$ cat src/rtl/serial_rx_msb.sv
// serial_rx_msb: MSB-first UART-style receiver with mid-bit sampling; define SERIAL_RX_PARITY_EN to expect an even-parity bit
module serial_rx_msb #(
    parameter int DATA_W       = 8,
    parameter int CLKS_PER_BIT = 16
) (
    input  logic              clk,
    input  logic              reset,
    input  logic              enb,
    input  logic              rx,
    output logic [DATA_W-1:0] data_out,
    output logic              data_valid,
    output logic              parity_err,
    output logic              frame_err,
    output logic              busy
);
    localparam int CW = $clog2(CLKS_PER_BIT);
    localparam int BW = $clog2(DATA_W + 1);
    localparam logic [CW-1:0] HALF_T = CW'(CLKS_PER_BIT / 2 - 1);
    localparam logic [CW-1:0] FULL_T = CW'(CLKS_PER_BIT - 1);
    localparam logic [BW-1:0] LAST_B = BW'(DATA_W - 1);

`ifdef SERIAL_RX_PARITY_EN
    typedef enum logic [2:0] {IDLE, START, DATA, PARITY, STOP} state_t;
    localparam state_t AFTER_DATA = PARITY;
    logic par_bit;
`else
    typedef enum logic [2:0] {IDLE, START, DATA, STOP} state_t;
    localparam state_t AFTER_DATA = STOP;
`endif

    state_t            state;
    logic [CW-1:0]     clk_cnt;
    logic [BW-1:0]     bit_cnt;
    logic [DATA_W-1:0] shift;
    logic [1:0]        sync;
    logic              rx_s;
    logic              bit_end;

    assign rx_s    = sync[1];
    assign bit_end = (clk_cnt == FULL_T);
    assign busy    = (state != IDLE);

    // two-flop synchronizer for the asynchronous line, idling high
    always_ff @(posedge clk or negedge reset) begin
        if (!reset) sync <= 2'b11;
        else        sync <= {sync[0], rx};
    end

    // frame FSM: start qualification, mid-bit sampling, result strobe
    always_ff @(posedge clk or negedge reset) begin
        if (!reset) begin
            state      <= IDLE;
            clk_cnt    <= '0;
            bit_cnt    <= '0;
            shift      <= '0;
            data_out   <= '0;
            data_valid <= 1'b0;
            parity_err <= 1'b0;
            frame_err  <= 1'b0;
`ifdef SERIAL_RX_PARITY_EN
            par_bit    <= 1'b0;
`endif
        end else begin
            data_valid <= 1'b0;
            if (!enb) begin
                state   <= IDLE;
                clk_cnt <= '0;
                bit_cnt <= '0;
            end else begin
                case (state)
                    IDLE: begin
                        clk_cnt <= '0;
                        bit_cnt <= '0;
                        if (!rx_s) state <= START;
                    end
                    START: begin
                        if (clk_cnt == HALF_T) begin
                            clk_cnt <= '0;
                            state   <= rx_s ? IDLE : DATA;
                        end else clk_cnt <= clk_cnt + 1'b1;
                    end
                    DATA: begin
                        if (bit_end) begin
                            clk_cnt <= '0;
                            shift   <= {shift[DATA_W-2:0], rx_s};
                            bit_cnt <= bit_cnt + 1'b1;
                            if (bit_cnt == LAST_B) state <= AFTER_DATA;
                        end else clk_cnt <= clk_cnt + 1'b1;
                    end
`ifdef SERIAL_RX_PARITY_EN
                    PARITY: begin
                        if (bit_end) begin
                            clk_cnt <= '0;
                            par_bit <= rx_s;
                            state   <= STOP;
                        end else clk_cnt <= clk_cnt + 1'b1;
                    end
`endif
                    STOP: begin
                        if (bit_end) begin
                            clk_cnt    <= '0;
                            data_out   <= shift;
`ifdef SERIAL_RX_PARITY_EN
                            parity_err <= (^shift) ^ par_bit;
`else
                            parity_err <= 1'b0;
`endif
                            frame_err  <= ~rx_s;
                            data_valid <= 1'b1;
                            state      <= IDLE;
                        end else clk_cnt <= clk_cnt + 1'b1;
                    end
                    default: state <= IDLE;
                endcase
            end
        end
    end
endmodule

$ cat config.mk
export PLATFORM = sky130hd
export DESIGN_NAME = serial_rx_msb
export DESIGN_NICKNAME = d
export VERILOG_FILES = /design/src/rtl/serial_rx_msb.sv
export SDC_FILE = /design/constraint.sdc
export NUM_CORES = 1
export LEC_CHECK = 0
export CORE_ASPECT_RATIO = 1.5
export CORE_MARGIN = 3
export CORE_UTILIZATION = 58
export CTS_BUF_LIST = sky130_fd_sc_hd__clkbuf_16
export CTS_CLUSTER_SIZE = 25
export DETAILED_ROUTE_END_ITERATION = 8
export HOLD_SLACK_MARGIN = 0.02
export PLACE_DENSITY = 0.82
export SYNTH_ARGS = -nofsm -noshare
export SYNTH_HDL_FRONTEND = slang
export SYNTH_SLANG_ARGS = --single-unit
$ cat constraint.sdc
create_clock -name clk -period 3.87 [get_ports clk]
set_input_delay 0.5805 -clock clk [delete_from_list [all_inputs] [get_ports clk]]
set_output_delay 0.5805 -clock clk [all_outputs]
set_load 0.01 [all_outputs]
-- After elaboration in Yosys (flattened, before gate mapping)
Index checks and enable logic that the tools add are counted.
Widths: inputs -> output; s select.
- ROM bits: 0
- input port bits: 4
- logic and storage cells: 49
- latch bits: 0
- output and inout bits: 12
- bits in writable memories: 0
- memories kept: 0
- register bits after elaboration: 31
- reduce and logical (&&, ||, !) cells: 7
- add/subtract/negate cells: 2
- bitwise gates (word level): 1
- magnitude comparators: 0
- multipliers: 0
- muxes and demuxes: 18
- div/mod/pow operators: 0
- shifts and indexed selects: 0
- eq/ne operators: 13
- operator list (operator ; count):
    $mux 4 ; 5
    $mux 3 ; 6
    $ne 3x3->1 const B ; 5
    $pmux 3 s4 ; 1
    $pmux 4 s3 ; 1
    $add 4x1->4 const B ; 2
    $eq 4x3->1 const B ; 2
    $pmux 4 s2 ; 1
    $eq 3x2->1 const B ; 2
    $reduce_and 3->1 ; 2
    $reduce_and 5->1 ; 1
    $eq 4x4->1 const B ; 1
    $ne 4x2->1 const B ; 1
    $eq 3x1->1 const B ; 1
    $logic_not 3->1 ; 1
    $mux 1 ; 3
    $ne 3x1->1 const B ; 1
    $reduce_bool 3->1 ; 1
    $mux 2 ; 1
    $reduce_and 2->1 ; 1
    $reduce_or 2->1 ; 1
    $not 1->1 ; 1

-- Longest topological paths before layout
Gate-level depths: netlist of run 1.
- depth after elaboration: 5
- gate-level depth with buffers: 7
- gate-level depth less buffers: 5

-- Worst setup path after synthesis of run 1
OpenSTA, ideal clock, no wires.
- path type: register -> register
- start: register clk_cnt[0]
- end: register data_out[3]
- period minus slack after synthesis: 1706 ps
- path slack: 2164 ps
- arrival: 1582 ps
- path buffers: 2
- library setup time: 125 ps
- cell stages (with the launch flop): 8
- data required time: 3745 ps
- path through: dfrtp_1 > ha_1 > buf_4 > nand3_4 > or3_1 > buf_6 > clkinv_4 > mux2_2
- cells in the longest elaborated chain, start to end: 2
- ends and longest elaborated chain (item ; line ; text):
    start: declaration ; 32 ; logic [CW-1:0] clk_cnt;
    start signal: assignment ; 80 ; end else clk_cnt <= clk_cnt + 1'b1;
    start signal: assignment ; 88 ; end else clk_cnt <= clk_cnt + 1'b1;
    start signal: assignment ; 111 ; end else clk_cnt <= clk_cnt + 1'b1;
    $eq 4x4->1 ; 40 ; assign bit_end = (clk_cnt == FULL_T);
    $reduce_and 3->1 (no source line) ; - ;
    end signal: assignment ; 102 ; data_out <= shift;
    end: declaration ; 10 ; output logic [DATA_W-1:0] data_out,
No other way between the ends.
A chain may end at the register's enable or synchronous reset.

-- Worst setup path after layout of run 1
- start: register state[1]
- end: output port busy
- cells in the longest elaborated chain, start to end: 1
- ends and longest elaborated chain (item ; line ; text):
    start: declaration ; 31 ; state_t state;
    start signal: assignment ; 79 ; state <= rx_s ? IDLE : DATA;
    $reduce_bool 3->1 ; 41 ; assign busy = (state != IDLE);
    end: declaration ; 14 ; output logic busy
No other way between the ends.

==> summary.txt, run 1 <==
Critical path
  • CP startpoint: state[1]
  • Crit Reg-Reg Startpoint: clk_cnt[0]
  • CP Data Arrival Time: 1640 ps
  • CP max stage delay: 510 ps
  • Worst setup SP type: register
  • CP max stage cell: dfrtp_1
  • Worst-case reg-to-reg path depth: 5
  • Critical Path, Cell by Cell: or2_2, clkdlybuf4s50_1
  • Reg-to-reg setup timing slack: 1830 ps
  • Crit Path Category: register to output port
  • Crit path required time: 3290 ps
  • CP Capture Type: output port
  • Crit path max fanout: 13
  • Reg2reg end: data_out[3]

Detailed routing
  • DR WL/cell: 17.0 um
  • DRC Markers: 0
  • First-pass iteration count of the detailed router: 4
  • Vias per cell: 5.93
  • 1st-iter DRT viols: 17
  • DR vias: 842
  • Total wire length: 2410 um
  • Routed Antenna Nets: 0

Timing
  • Tcrit/Tclk final: 0.574
  • Clock skew: 5.10 ps
  • Setup TNS: 0 ps
  • Unrepaired setup endpoints after global routing: no
  • Highest Clock Rate: 0.450 GHz
  • Least-Margin Pin Slew: 660 ps
  • Final setup vio count: 0
  • Slew margin rel.: 0.557
  • Final slew viol count: 0
  • Final hold slack: 354 ps
  • Final hold viol count: 0
  • Fin crit period: 2220 ps

Placement
  • Post-DP HPWL: 1680 um
  • RePlAce Congestion: 0.766
  • # port buffers: 14

Min path
  • Hold endpoint: sync[1]
  • Worst Hold Depth: 0
  • Hold Crit Class: register to register
  • Critical hold path startpoint: sync[0]

Power and ir drop
  • Leakage: 0.000740 uW
  • Sw frac: 0.195
  • Sequential share of power: 0.467
  • P_int: 555 uW
  • Clock Power Share: 0.507
  • Sw power: 135 uW
  • Comb pwr share: 0.027
  • VDD IR max: 0.464 mV
  • PwrDens: 429 mW/mm2

Global route
  • Vias in the first global route: 902
  • Initial antenna violation count: 0
  • First-pass GRT wire length: 4270 um
  • Total GRT Usage: 0.209
  • Largest net degree at the start of global routing: 31
  • GRT overflow: 0

Finish
  • Fin nets: 125
  • Most frequent cells in the layout: dfrtp_1 (28), clkdlybuf4s50_1 (14), mux2_2 (12)
  • Layout cell share with drive strength beyond 1: 0.242
  • Commonest non-fill, non-tap cell in the layout: dfrtp_1
  • N_diodes: 0
  • Area Overhead vs Synth: 19.1%
  • Finished Core Util: 0.756

Yosys
  • Synthesis Warnings: 0
  • Synthesized instance count: 104
  • Yosys reg bits: 30
  • Largest area contributor in the netlist: dfrtp_1
  • Top cell type's share of synthesized area: 0.519
  • Sequential share of the synthesized area: 0.558
  • Post-synth cell types: 38
  • Top post-synthesis cells by area: dfrtp_1 (52%), mux2_2 (10%), dfstp_2 (3.9%)
  • Synthesized cell area: 0.00135 mm2
  • Mapped Avg Cell Area: 13.0 um2
  • Syn_nets: 110

Floorplanning
  • # IOs: 16
  • Initial Util: 0.635
  • Core Rows: 20
  • Die width: 45.4 um
  • Die Y: 65.1 um
  • Core area: 0.00213 mm2
  • Die area: 0.00295 mm2

Clocking
  • Total CTS buffers: 5
  • CTS Sinks: 30
  • H-tree levels: 2
  • Clk Tree Root Cell: clkbuf_16
  • Post-CTS Resized: 0
  • CTS tree: yes
  • Clk slew on worst S/H paths: 50 ps
  • Clock buffer depth: 2
  • Post-CTS setup repair buffer count: 0
  • Hold_buf cts: 0
  • Worst-skew pair later-pin latency: 270 ps

Job
  • Max Cap Violations: 0

Status
  • Status: completed
==> sequential cells by signal (all words and copies together) (netlist names) <==
signal and count:
data_valid 1, data_out 8, sync 2, frame_err 1, state 2, shift 8, clk_cnt 4, bit_cnt 4
==> cell families (layout without fill, tap and decap cells) <==
logic type	count (synthesis)	after routing	synth area share
buf+inv	11	27	0.0547
xor+xnor	3	3	0.0195
other cells	1	1	0.00278
mux	18	18	0.157
compound gates	14	14	0.0695
flops	30	30	0.558
fa+ha+maj	2	2	0.0185
simple gates	25	25	0.120
==> Yosys cell counts <==
cell	number
o21ai_0	5
nand4_1	4
mux2_2	12
buf_6	2
clkbuf_1	1
nor2_1	2
a21oi_1	1
and3_1	1
dfrtp_1	28
xnor2_1	3
clkinv_4	1
nor3_2	1
o21bai_1	1
buf_2	1
o31ai_1	1
nand3_1	7
or4b_1	1
ha_1	2
dfstp_2	2
o211ai_1	1
mux2i_1	2
nand4b_1	1
a211oi_1	1
a22oi_1	1
nand3_4	1
mux2_1	1
inv_1	3
or3_1	1
mux2_4	3
a311oi_1	1
a31oi_1	1
or2_2	2
buf_4	3
conb_1	1
nor2b_1	1
o221a_2	1
nand2_1	2
and4b_1	1
==> critical path: cells and delay by family (launching register included) <==
family        cells  cell delay, ps
flops             1             510
buf+inv           1             480
simple gates      1             370
==> power groups by stage <==
stage,logic (uW),registers (uW),clock network (uW)
2_1_floorplan,8.32,324,0
3_3_place_gp,18.2,326,0
3_5_place_dp,18.8,326,0
4_1_cts,19.1,322,357
5_1_grt,21.2,322,370
6_report,18.4,322,349
==> how the worst max path moves through the flow <==
stage / to / cells past startpoint
2_1_floorplan: data_out[3] / 7
3_3_place_gp: data_out[7] / 5
3_5_place_dp: data_out[3] / 5
4_1_cts: busy / 2
5_1_grt: shift[3] / 4
6_report: busy / 2
==> through the flow <==
| step | area (um2) | worst slack [ps] | total power (uW) | std cells |
|---|---|---|---|---|
| 2_1_floorplan | 1350 | 2160 | 332 | 104 |
| 3_3_place_gp | 1470 | 1500 | 344 | 134 |
| 3_5_place_dp | 1470 | 1460 | 345 | 134 |
| 4_1_cts | 1610 | 1650 | 698 | 142 |
| 5_1_grt | 1610 | 1590 | 713 | 142 |
| 6_report | 1610 | 1650 | 689 | 142 |
==> area by class of cell <==
class                      count  area, um2
clock inverter                 3       11.3
clock buffer                   5        125
tap                           22       27.5
sequential                    30        753
timing repair buffer          15        148
fill                         147        519
inverter                       4       20.0
multi-input combinational     63        523
==> routing by layer <==
metal | vias up | track usage | wire [um]
met5 | - | 0 | 0
met4 | 0 | 0.0989 | 58
met3 | 6 | 0.0822 | 108
met2 | 17 | 0.334 | 1290
met1 | 413 | 0.236 | 947
li1 | 406 | - | -
Note: power is estimated with default switching activity, not from simulation.
==> inputs of run 2 (changes only) <==
--- a/config.mk
+++ b/config.mk
@@ -7,12 +7,12 @@
 export LEC_CHECK = 0
 export CORE_ASPECT_RATIO = 1.5
 export CORE_MARGIN = 3
-export CORE_UTILIZATION = 58
+export CORE_UTILIZATION = 54
 export CTS_BUF_LIST = sky130_fd_sc_hd__clkbuf_16
 export CTS_CLUSTER_SIZE = 25
 export DETAILED_ROUTE_END_ITERATION = 8
 export HOLD_SLACK_MARGIN = 0.02
-export PLACE_DENSITY = 0.82
+export PLACE_DENSITY = 0.77
 export SYNTH_ARGS = -nofsm -noshare
 export SYNTH_HDL_FRONTEND = slang
 export SYNTH_SLANG_ARGS = --single-unit
==> constraint.sdc (replaced) <==
create_clock -name clk -period 2.2 [get_ports clk]
set_input_delay 0.33 -clock clk [delete_from_list [all_inputs] [get_ports clk]]
set_output_delay 0.33 -clock clk [all_outputs]
set_load 0.01 [all_outputs]
==> summary.txt, run 2 (synthesized netlist as in run 1, its figures left out) <==
Detailed routing
  • DR vias: 857
  • First-pass iteration count of the detailed router: 4
  • DRC Markers: 0
  • DR WL/cell: 16.1 um
  • 1st-iter DRT viols: 29
  • Vias per cell: 5.83
  • Routed Antenna Nets: 0
  • Total wire length: 2360 um

Timing
  • Clock skew: 7.43 ps
  • Final hold slack: 346 ps
  • Final slew viol count: 0
  • Highest Clock Rate: 0.511 GHz
  • Tcrit/Tclk final: 0.890
  • Fin crit period: 1960 ps
  • Final setup vio count: 0
  • Final hold viol count: 0
  • Unrepaired setup endpoints after global routing: no
  • Setup TNS: 0 ps

Power and ir drop
  • Comb pwr share: 0.028
  • Tot Pwr: 1220 uW
  • Sw frac: 0.201
  • VDD IR max: 0.710 mV
  • Sequential share of power: 0.462
  • Leakage: 0.000754 uW
  • PwrDens: 747 mW/mm2
  • P_int: 978 uW
  • Clock Power Share: 0.511
  • Sw power: 246 uW

Finish
  • Fin nets: 129
  • Finished Core Util: 0.709
  • Most frequent cells in the layout: dfrtp_1 (28), clkdlybuf4s50_1 (14), mux2_2 (12)
  • Area Overhead vs Synth: 21.4%
  • Layout cell share with drive strength beyond 1: 0.266
  • N_diodes: 0
  • Top Registers: data_out: 8 flops, shift: 8 flops
  • Fillers: 175
  • Fin cells: 147
  • Commonest non-fill, non-tap cell in the layout: dfrtp_1

Clocking
  • Clk slew on worst S/H paths: 50 ps
  • CTS Sinks: 30
  • H-tree levels: 2
  • Post-CTS setup repair buffer count: 0
  • Hold_buf cts: 0
  • CTS tree: yes
  • Clk Tree Root Cell: clkbuf_16
  • Post-CTS Resized: 0
  • Clock buffer depth: 2
  • Total CTS buffers: 5
  • Worst-skew pair later-pin latency: 270 ps

Global route
  • Vias in the first global route: 929
  • First-pass GRT wire length: 4100 um
  • GRT overflow: 0
  • Initial antenna violation count: 0
  • Largest net degree at the start of global routing: 31
  • Total GRT Usage: 0.190

Min path
  • Critical hold path startpoint: sync[0]
  • Hold endpoint: sync[1]
  • Worst Hold Depth: 0
  • Hold Crit Class: register to register

Critical path
  • CP max stage delay: 500 ps
  • Critical path's top delay family: flip-flops
  • Reg-to-reg setup timing slack: 380 ps
  • Crit Reg-Reg Startpoint: state[1]
  • CP Buf/Inv Count: 1
  • Worst setup SP type: register
  • CP Data Arrival Time: 1630 ps
  • Critical Path, Cell by Cell: or2_2, clkdlybuf4s50_1
  • Reg2reg end: data_out[5]
  • Worst-case reg-to-reg path depth: 4
  • Crit Path Category: register to output port
  • Crit path required time: 1870 ps
  • CP max stage cell: dfrtp_1
  • Crit path max fanout: 13
  • CP Capture Type: output port

Floorplanning
  • Die area: 0.00315 mm2
  • # IOs: 16
  • Core area: 0.00231 mm2
  • Initial Util: 0.584
  • Core Rows: 21
  • Die width: 46.8 um
  • Die Y: 67.2 um

Job
  • Max Cap Violations: 0

Placement
  • DP Cell Count: 139
  • Post-DP HPWL: 1610 um
  • # port buffers: 14
  • RePlAce Congestion: 0.818

Status
  • Status: completed
-- run 2: cell types whose count changed in the layout (fill, tap and decap cells not counted), sizes merged --
cell	delta
clkinv	+2
buf	+4
inv	-2
-- run 2: how the worst max path moves through the flow --
stage               start          end  slack [ps]  depth (start not counted)
6_report         state[1]         busy         240                          2
5_1_grt          state[1]         busy         160                          2
4_1_cts          state[1]         busy         240                          2
3_5_place_dp          enb  data_out[4]         180                          5
3_3_place_gp          enb  data_out[7]         220                          5
2_1_floorplan  clk_cnt[0]  data_out[3]         490                          7
-- run 2: worst reg2reg max path, stage by stage (launching register included) --
cell	delay, ps
dfrtp_1	550
nand2_1	200
or3_1	490
clkinv_4	120
mux2_2	340
-- run 2: area by class of cell --
cell class,count,area [um2],share of cell area
Tap cell,23,28.8,0.0176
Sequential cell,30,753,0.460
Clock buffer,5,125,0.0763
Timing Repair Buffer,19,178,0.108
Clock inverter,3,11.3,0.00687
Inverter,4,20.0,0.0122
Multi-Input combinational cell,63,523,0.319
-- run 2: metal layers --
| metal | vias up | GRT usage | wire [um] |
|---|---|---|---|
| li1 | 410 | - | - |
| met1 | 424 | 0.215 | 966 |
| met2 | 16 | 0.296 | 1230 |
| met3 | 7 | 0.0800 | 108 |
| met4 | 0 | 0.100 | 61 |
| met5 | - | 0 | 0 |
-- run 2: power groups by stage --
stage | registers [uW] | clock network (uW) | logic [uW]
after floorplan | 570 | 0 | 14.6
after global placement | 573 | 0 | 34.1
after detailed placement | 574 | 0 | 34.7
after CTS | 565 | 640 | 34.9
after global routing | 565 | 672 | 38.5
final | 565 | 625 | 33.9
-- run 2: through the flow --
stage               worst slack (ps)  instance area [um2]
finish                           242                 1640
global route                     163                 1640
global placement                 217                 1500
floorplan                        494                 1350
detailed placement               183                 1500
CTS                              235                 1640
